**src/rtl/mag_framer.sv**
```systemverilog
// mag_framer
//   Converts a stream of unsigned magnitudes into framed bytes for a UART
//   transmitter.
//   Frame layout: sync0_p, sync1_p, frame_w_p*frame_h_p pixel bytes, then an
//   8-bit checksum. The checksum is the modulo-256 sum of the pixel bytes.
//   Each pixel byte is an 8-bit window data_i[shift_p+7:shift_p]. The byte
//   saturates to 8'hFF when any magnitude bit above the window is set.
//
// Parameters
//   width_in_p  magnitude input width
//   shift_p     LSB index of the 8-bit output window
//   frame_w_p   pixels per line
//   frame_h_p   lines per frame
//   sync0_p     first header byte
//   sync1_p     second header byte
//
// Ports
//   clk_i         single rising-edge clock
//   reset_i       synchronous active-high reset
//   valid_i       upstream magnitude valid
//   data_i        unsigned magnitude
//   ready_o       block accepts data_i this cycle (pixel phase only)
//   valid_o       byte on data_o valid
//   data_o        framed byte stream
//   ready_i       downstream accepts byte
//   frame_done_o  one-cycle pulse when the checksum byte handshakes
module mag_framer #(
  parameter int unsigned width_in_p = 15,
  parameter int unsigned shift_p    = 3,
  parameter int unsigned frame_w_p  = 161,
  parameter int unsigned frame_h_p  = 120,
  parameter logic [7:0]  sync0_p    = 8'hA5,
  parameter logic [7:0]  sync1_p    = 8'h5A
) (
  input  logic                  clk_i,
  input  logic                  reset_i,
  input  logic                  valid_i,
  input  logic [width_in_p-1:0] data_i,
  output logic                  ready_o,
  output logic                  valid_o,
  output logic [7:0]            data_o,
  input  logic                  ready_i,
  output logic                  frame_done_o
);

  localparam int unsigned ColW = (frame_w_p > 1) ? $clog2(frame_w_p) : 1;
  localparam int unsigned RowW = (frame_h_p > 1) ? $clog2(frame_h_p) : 1;
  localparam logic [ColW-1:0] ColLast = ColW'(frame_w_p - 1);
  localparam logic [RowW-1:0] RowLast = RowW'(frame_h_p - 1);

  typedef enum logic [1:0] {
    HDR0,
    HDR1,
    PIX,
    CSUM
  } state_e;

  state_e          state_q, state_d;
  logic            valid_q, valid_d;
  logic [7:0]      data_q, data_d;
  logic            csum_out_q, csum_out_d;  // output register holds checksum
  logic [7:0]      csum_q, csum_d;
  logic [ColW-1:0] col_q, col_d;
  logic [RowW-1:0] row_q, row_d;

  logic            out_free;
  logic            accept;
  logic [width_in_p+7:0] pix_ext;
  logic [7:0]      pix_byte;

  // Extend the input by 8 zero bits before shifting it. The window is then
  // always pix_ext[7:0] and any bit above it lands in pix_ext[width+7:8].
  // This form also covers the narrow-input case: no bits exist above the
  // window there, so the result is only zero-extended.
  assign pix_ext  = {8'h00, data_i} >> shift_p;
  assign pix_byte = (|pix_ext[width_in_p+7:8]) ? 8'hFF : pix_ext[7:0];

  // The output register may be (re)loaded when it is empty or draining.
  assign out_free = ~valid_q | ready_i;
  assign ready_o  = (state_q == PIX) & out_free & ~reset_i;
  assign accept   = valid_i & ready_o;

  assign valid_o      = valid_q;
  assign data_o       = data_q;
  assign frame_done_o = valid_q & ready_i & csum_out_q & ~reset_i;

  always_comb begin
    state_d    = state_q;
    valid_d    = valid_q;
    data_d     = data_q;
    csum_out_d = csum_out_q;
    csum_d     = csum_q;
    col_d      = col_q;
    row_d      = row_q;

    // A drained or empty register becomes empty unless a state below reloads it.
    if (out_free) begin
      valid_d    = 1'b0;
      csum_out_d = 1'b0;
    end

    case (state_q)
      HDR0: begin
        if (out_free) begin
          valid_d = 1'b1;
          data_d  = sync0_p;
          state_d = HDR1;
        end
      end
      HDR1: begin
        if (out_free) begin
          valid_d = 1'b1;
          data_d  = sync1_p;
          csum_d  = '0;
          state_d = PIX;
        end
      end
      PIX: begin
        if (accept) begin
          valid_d = 1'b1;
          data_d  = pix_byte;
          csum_d  = csum_q + pix_byte;
          if (col_q == ColLast) begin
            col_d = '0;
            if (row_q == RowLast) begin
              row_d   = '0;
              state_d = CSUM;
            end else begin
              row_d = row_q + 1'b1;
            end
          end else begin
            col_d = col_q + 1'b1;
          end
        end
      end
      CSUM: begin
        if (out_free) begin
          valid_d    = 1'b1;
          data_d     = csum_q;
          csum_out_d = 1'b1;
          state_d    = HDR0;
        end
      end
      default: state_d = HDR0;
    endcase
  end

  always_ff @(posedge clk_i) begin
    if (reset_i) begin
      state_q    <= HDR0;
      valid_q    <= 1'b0;
      data_q     <= '0;
      csum_out_q <= 1'b0;
      csum_q     <= '0;
      col_q      <= '0;
      row_q      <= '0;
    end else begin
      state_q    <= state_d;
      valid_q    <= valid_d;
      data_q     <= data_d;
      csum_out_q <= csum_out_d;
      csum_q     <= csum_d;
      col_q      <= col_d;
      row_q      <= row_d;
    end
  end

endmodule

```
**config.mk**
```make
export PLATFORM = sky130hd
export DESIGN_NAME = mag_framer
export DESIGN_NICKNAME = d
export VERILOG_FILES = /design/src/rtl/mag_framer.sv
export SDC_FILE = /design/constraint.sdc
export NUM_CORES = 1
export LEC_CHECK = 0
export BUFFER_PORTS_ARGS = -buffer_cell sky130_fd_sc_hd__clkbuf_2
export CELL_PAD_IN_SITES_DETAIL_PLACEMENT = 0
export CELL_PAD_IN_SITES_GLOBAL_PLACEMENT = 1
export CORE_MARGIN = 2
export CORE_UTILIZATION = 38
export CTS_CLUSTER_DIAMETER = 150
export DETAILED_ROUTE_END_ITERATION = 6
export PLACE_DENSITY = 0.68
export SLEW_MARGIN = 40
export SYNTH_ARGS = -nofsm -noshare
export SYNTH_HDL_FRONTEND = slang
export SYNTH_SLANG_ARGS = --single-unit
export TNS_END_PERCENT = 100
```
**constraint.sdc**
```tcl
create_clock -name clk_i -period 2.45 [get_ports clk_i]
set_input_delay 0.3675 -clock clk_i [delete_from_list [all_inputs] [get_ports clk_i]]
set_output_delay 0.3675 -clock clk_i [all_outputs]
set_load 0.03 [all_outputs]
```
Yosys cells after proc, flatten, opt, wreduce, memory -nomap -nowiden
Cells that the tools add are included.

storage, ports and cells
  bits in registers = 35
  latch bits = 0
  RAM bits = 0
  bits in read-only memories = 0
  input bits = 19
  logic and storage cells = 64
  memories = 0

operators by class
  add/subtract/negate cells = 3
  $mul = 0
  divide/modulo/power cells = 0
  order comparisons = 0
  eq/ne operators = 11
  shift-type cells = 0
  muxes and demuxes = 25
  bitwise gates (word level) = 9
  reductions and logical operators = 9

operators with widths
  kind                 count
  $mux 8               8
  $pmux 8 s4           1
  $pmux 8 s2           1
  $mux 2               6
  $add 8x1->8 const B  1
  $add 8x8->8          1
  $eq 8x8->1 const B   1
  $ne 2x2->1 const B   4
  $pmux 2 s4           1
  $add 7x1->7 const B  1
  $eq 7x7->1 const B   1
  $mux 7               1
  $and 1x1->1          6
  $mux 1               6
  $reduce_and 3->1     2
  $reduce_and 6->1     1
  $eq 2x2->1 const B   2
  $ne 2x1->1 const B   2
  $reduce_and 4->1     1
  $reduce_or 4->1      1
  $reduce_or 3->1      1
  $eq 2x1->1 const B   1
  $logic_not 2->1      1
  $not 1->1            2
  4 further kinds      4

Longest topological paths before layout
  word-level depth = 7
  depth in mapped cells = 10
  depth with buffers taken out = 10

Worst setup path after synthesis
OpenSTA, ideal clock, no wires.

  kind = input to register
  from = input port data_i[14]
  to = register csum_q[6]
  library setup time = 101 ps
  arrival time = 2,149 ps
  setup slack = 200 ps
  stages on the path = 10
  path buffers = 0
  cell sequence = nor4_2 -> nand2b_1 -> ha_1 -> inv_1 -> fa_1 -> nand2b_1 -> a21oi_1 -> o21a_1 -> o21a_1 -> o41ai_1

between the ends
  cells in the longest elaborated chain, start to end = 5

RTL lines
  element               line  text
  start, declared       38    input logic [width_in_p-1:0] data_i,
  $reduce_or 4->1       76    assign pix_byte = (|pix_ext[width_in_p+7:8]) ? 8'hFF : pix_ext[7:0];
  $mux 8                76
  $add 8x8->8           122   csum_d = csum_q + pix_byte;
  $mux 8                119   if (accept) begin
  $pmux 8 s2            102   case (state_q)
  end signal, assigned  162   csum_q <= csum_d;
  end, declared         62    logic [7:0] csum_q, csum_d;

No other way between the ends. The select of a mux whose other input is x is not followed.
A chain may end at the register's enable or synchronous reset.

Worst setup path in the final report
  from = register state_q[0]
  to = register data_q[7] (netlist: data_o[7])

between the ends
  cells in the longest elaborated chain, start to end = 6
  elaborated cells between the ends (all ways) = 13
  classes of those cells = eq/ne (7); mux (1); bitwise (3); reduce/logical (2)

RTL lines
  element                            line     text
  start, declared                    58       state_e state_q, state_d;
  start signal, assigned             158      state_q <= state_d;
  $eq 2x2->1                         80, 102
  $and 1x1->1 (2 in series)          80       assign ready_o = (state_q == PIX) & out_free & ~reset_i;
  $and 1x1->1                        81       assign accept = valid_i & ready_o;
  $ne 2x2->1 (no source line)        n/a
  $reduce_and 4->1 (no source line)  n/a
  end signal, assigned               160      data_q <= data_d;
  end, declared                      60       logic [7:0] data_q, data_d;

Parallel ways exist; a longest one is shown, timed or not.

==> metrics.yaml <==
run_status:
  status: "finished clean"
global_route:
  grt_pass1_vias: 1755
  grt-ovfl-total: 0
  grt_use_total_pct: 17.0
  grt_antenna_before_repair: 0
  grt_pass1_wl_um: 8260
  grt_start_max_net_pins: 30
timing:
  skew_ps: 8.37
  timing.setup.tns_ps: 0
  fin_ws_ps: 297
  setup_violations: 0
  rsz0062_at_grt: "no"
  relSlewSlack_pct: 71.3
  fin_crit_ps: 2150
  hold_viol: 0
  worst_slew_pin_slew_ps: 429
  drv_slew: 0
  fmax_mhz: 464
  period_share_pct: 87.9
synth:
  syn_area_mm2: 0.00209
  synth_edf_count: 0
  syn_avg_cell_area_um2: 8.40
  netlist_instances: 249
  ys.flop_type: "dfxtp_1"
  synth_seq_cells: 35
  synthesis.nets: 284
  ys_warn_count: 0
  synthDistinctLibCells: 48
  async_flop_share_pct: 0
  synth_seq_area_share_pct: 33.5
clocking:
  clock_path_buffers: 2
  cts_root_buf: "clkbuf_8"
  clkTransAtPathRegs_ps: 80
  cts_resized: 0
  hold_buffers: 0
  h-tree-depth: 2
  cts_tree: "done"
  clock-sinks: 35
  clk_latency_ps: 290
  post-cts-setup-buffers: 0
  cts_inserted_buffers: 5
drt:
  drtPass1Iterations: 4
  top_layer_used: "met4"
  drt_iter0_markers: 59
  wl_met2_um: 2140
  ant_nets: 0
  detail_route.wl_per_cell_um: 13.5
  dr_total_vias: 1832
  wl_um: 4780
  drc: 0
  dr_wl_met3_um: 152
  m1WireLength_um: 2400
  via_per_inst: 5.18
worst_setup_path:
  crit_buf_inv: 2
  start_kind: "flip-flop"
  crit_path_max_fanout: 13
  cp_common_cell: "or2_1"
  crit_path_end_kind: "flip-flop"
  r2r_slack_ps: 300
  worstPathArrival_ps: 2360
  cp_slowest_cell: "dfxtp_1"
  cp_top_family: "simple AND/OR/NAND/NOR gates"
  worstSetupPathType: "reg2reg"
  worstPathCellList: "inv_1, ha_1, or2_1, nor3_1, or2_1, buf_4, nor2_1, a311oi_1"
  required_ps: 2650
  slowest_delay_ps: 460
power_and_ir_drop:
  p_comb_share_pct: 44.4
  clkPwrFrac_pct: 20.6
  intPower_mw: 1.24
  p_seq_share_pct: 35.1
  power_density_mw_per_mm2: 861
  power_leakage_nw: 0.958
  vdd_drop_max_uv: 275
  p_sw_uw: 847
  p_sw_share_pct: 40.6
die:
  fp.dieW_um: 78.2
  initial_utilization_pct: 38.7
  die_area_mm2: 0.00611
  pin_count: 30
  core_area_mm2: 0.00541
  num_rows: 27
  die_h_um: 78.2
flow_run:
  maxCapViolCount: 0
finish:
  regArea_um2: 701
  final_common_cell: "dfxtp_1"
  nets: 317
  layout-drive-gt1-share_pct: 17.7
  diodes: 0
  multi_input_area_mm2: 0.00131
  final_util_pct: 44.9
  n_fill_cell: 564
  final_cell_mix: "dfxtp_1 (35), nor2_1 (29), clkbuf_2 (26), nand2_1 (19), a21oi_1 (18)"
  area.growth.synth_to_final_pct: 16.0
place:
  port_buffers: 26
  place_ws_ps: 29.4
  gp_congestion: 0.793
  hpwl_um: 3580
min_path:
  hold_path_class: "in2reg"
-- state kept, by name, indices dropped and copies added, names as in the netlist, named ones only --
register	flops
state_q	2
data_o	8
row_q	7
col_q	8
valid_o	1
csum_q	8
-- per-stage QoR --
step | hold WS (ps) | instances | area [um2] | total power [mW]
2_1_floorplan | 428 | 249 | 2090 | 1.40
3_3_place_gp | 448 | 347 | 2340 | 1.67
3_5_place_dp | 451 | 347 | 2340 | 1.67
4_1_cts | 319 | 354 | 2420 | 2.11
5_1_grt | 349 | 354 | 2420 | 2.25
6_report | 331 | 354 | 2420 | 2.09
-- power groups by stage --
stage | registers [mW] | clock network (mW) | logic, mW
after floorplan | 0.833 | 0 | 0.562
after global placement | 0.743 | 0 | 0.931
after detailed placement | 0.744 | 0 | 0.931
after CTS | 0.732 | 0.449 | 0.934
after global routing | 0.744 | 0.478 | 1.03
final | 0.732 | 0.429 | 0.926
-- final cells by class --
cell class / instances / share of cell area [%]
Clock buffer: 6 / 3.41
Timing Repair Buffer: 36 / 8.46
Inverter: 9 / 1.39
Sequential cell: 35 / 28.9
Clock inverter: 1 / 0.206
Tap cell: 72 / 3.72
Multi-Input combinational cell: 195 / 53.9
-- kinds of logic (layout without fill, tap and decap cells) --
| group | Yosys count | count (layout) | share of synthesized area [%] |
|---|---|---|---|
| simple gates | 107 | 107 | 27.8 |
| fa+ha+maj | 16 | 16 | 9.93 |
| buf+inv | 19 | 52 | 3.95 |
| compound gates | 57 | 57 | 18.4 |
| flops | 35 | 35 | 33.5 |
| xor+xnor | 14 | 14 | 5.86 |
| mux | 1 | 1 | 0.479 |
-- cell usage after synthesis, drive strengths merged (2+ instances only) --
| cell | count | area share, % |
|---|---|---|
| a211oi | 5 | 1.8 |
| a21o | 2 | 0.72 |
| a21oi | 18 | 4.3 |
| a221o | 4 | 1.9 |
| a221oi | 4 | 1.7 |
| and3 | 3 | 0.90 |
| buf | 4 | 1.3 |
| clkbuf | 6 | 1.1 |
| dfxtp | 35 | 34 |
| ha | 15 | 9.0 |
| inv | 9 | 1.6 |
| nand2 | 19 | 3.4 |
| nand2b | 11 | 3.3 |
| nand3 | 7 | 1.7 |
| nand3b | 3 | 1.1 |
| nand4 | 4 | 1.2 |
| nor2 | 31 | 5.8 |
| nor2b | 3 | 0.90 |
| nor3 | 11 | 2.9 |
| nor4 | 4 | 2.5 |
| o211ai | 5 | 1.8 |
| o21a | 2 | 0.72 |
| o21ai | 8 | 1.9 |
| o21bai | 3 | 1.1 |
| o41ai | 2 | 0.84 |
| or2 | 4 | 1.2 |
| xnor2 | 9 | 3.8 |
| xor2 | 5 | 2.1 |
-- path summary, 6_finish.rpt --
kind	to	from	cells after the start
worst min-delay path	valid_o	valid_i	3
worst max register to register	data_o[7]	state_q[0]	8
worst min register to register	data_o[6]	data_o[6]	2
worst max-delay path	data_o[7]	state_q[0]	8
-- worst register-to-register path: stages, from the launching register on --
cell	delay, ps
dfxtp_1	460
inv_1	140
ha_1	320
or2_1	300
nor3_1	240
or2_1	150
buf_4	190
nor2_1	60
a311oi_1	220
-- metal layers --
metal | global-route usage [%] | vias to the layer above
li1 | - | 962
met1 | 22.2 | 834
met2 | 27.6 | 28
met3 | 3.56 | 8
met4 | 6.67 | 0
met5 | 0 | -
Power figures use the tool's default switching activity.
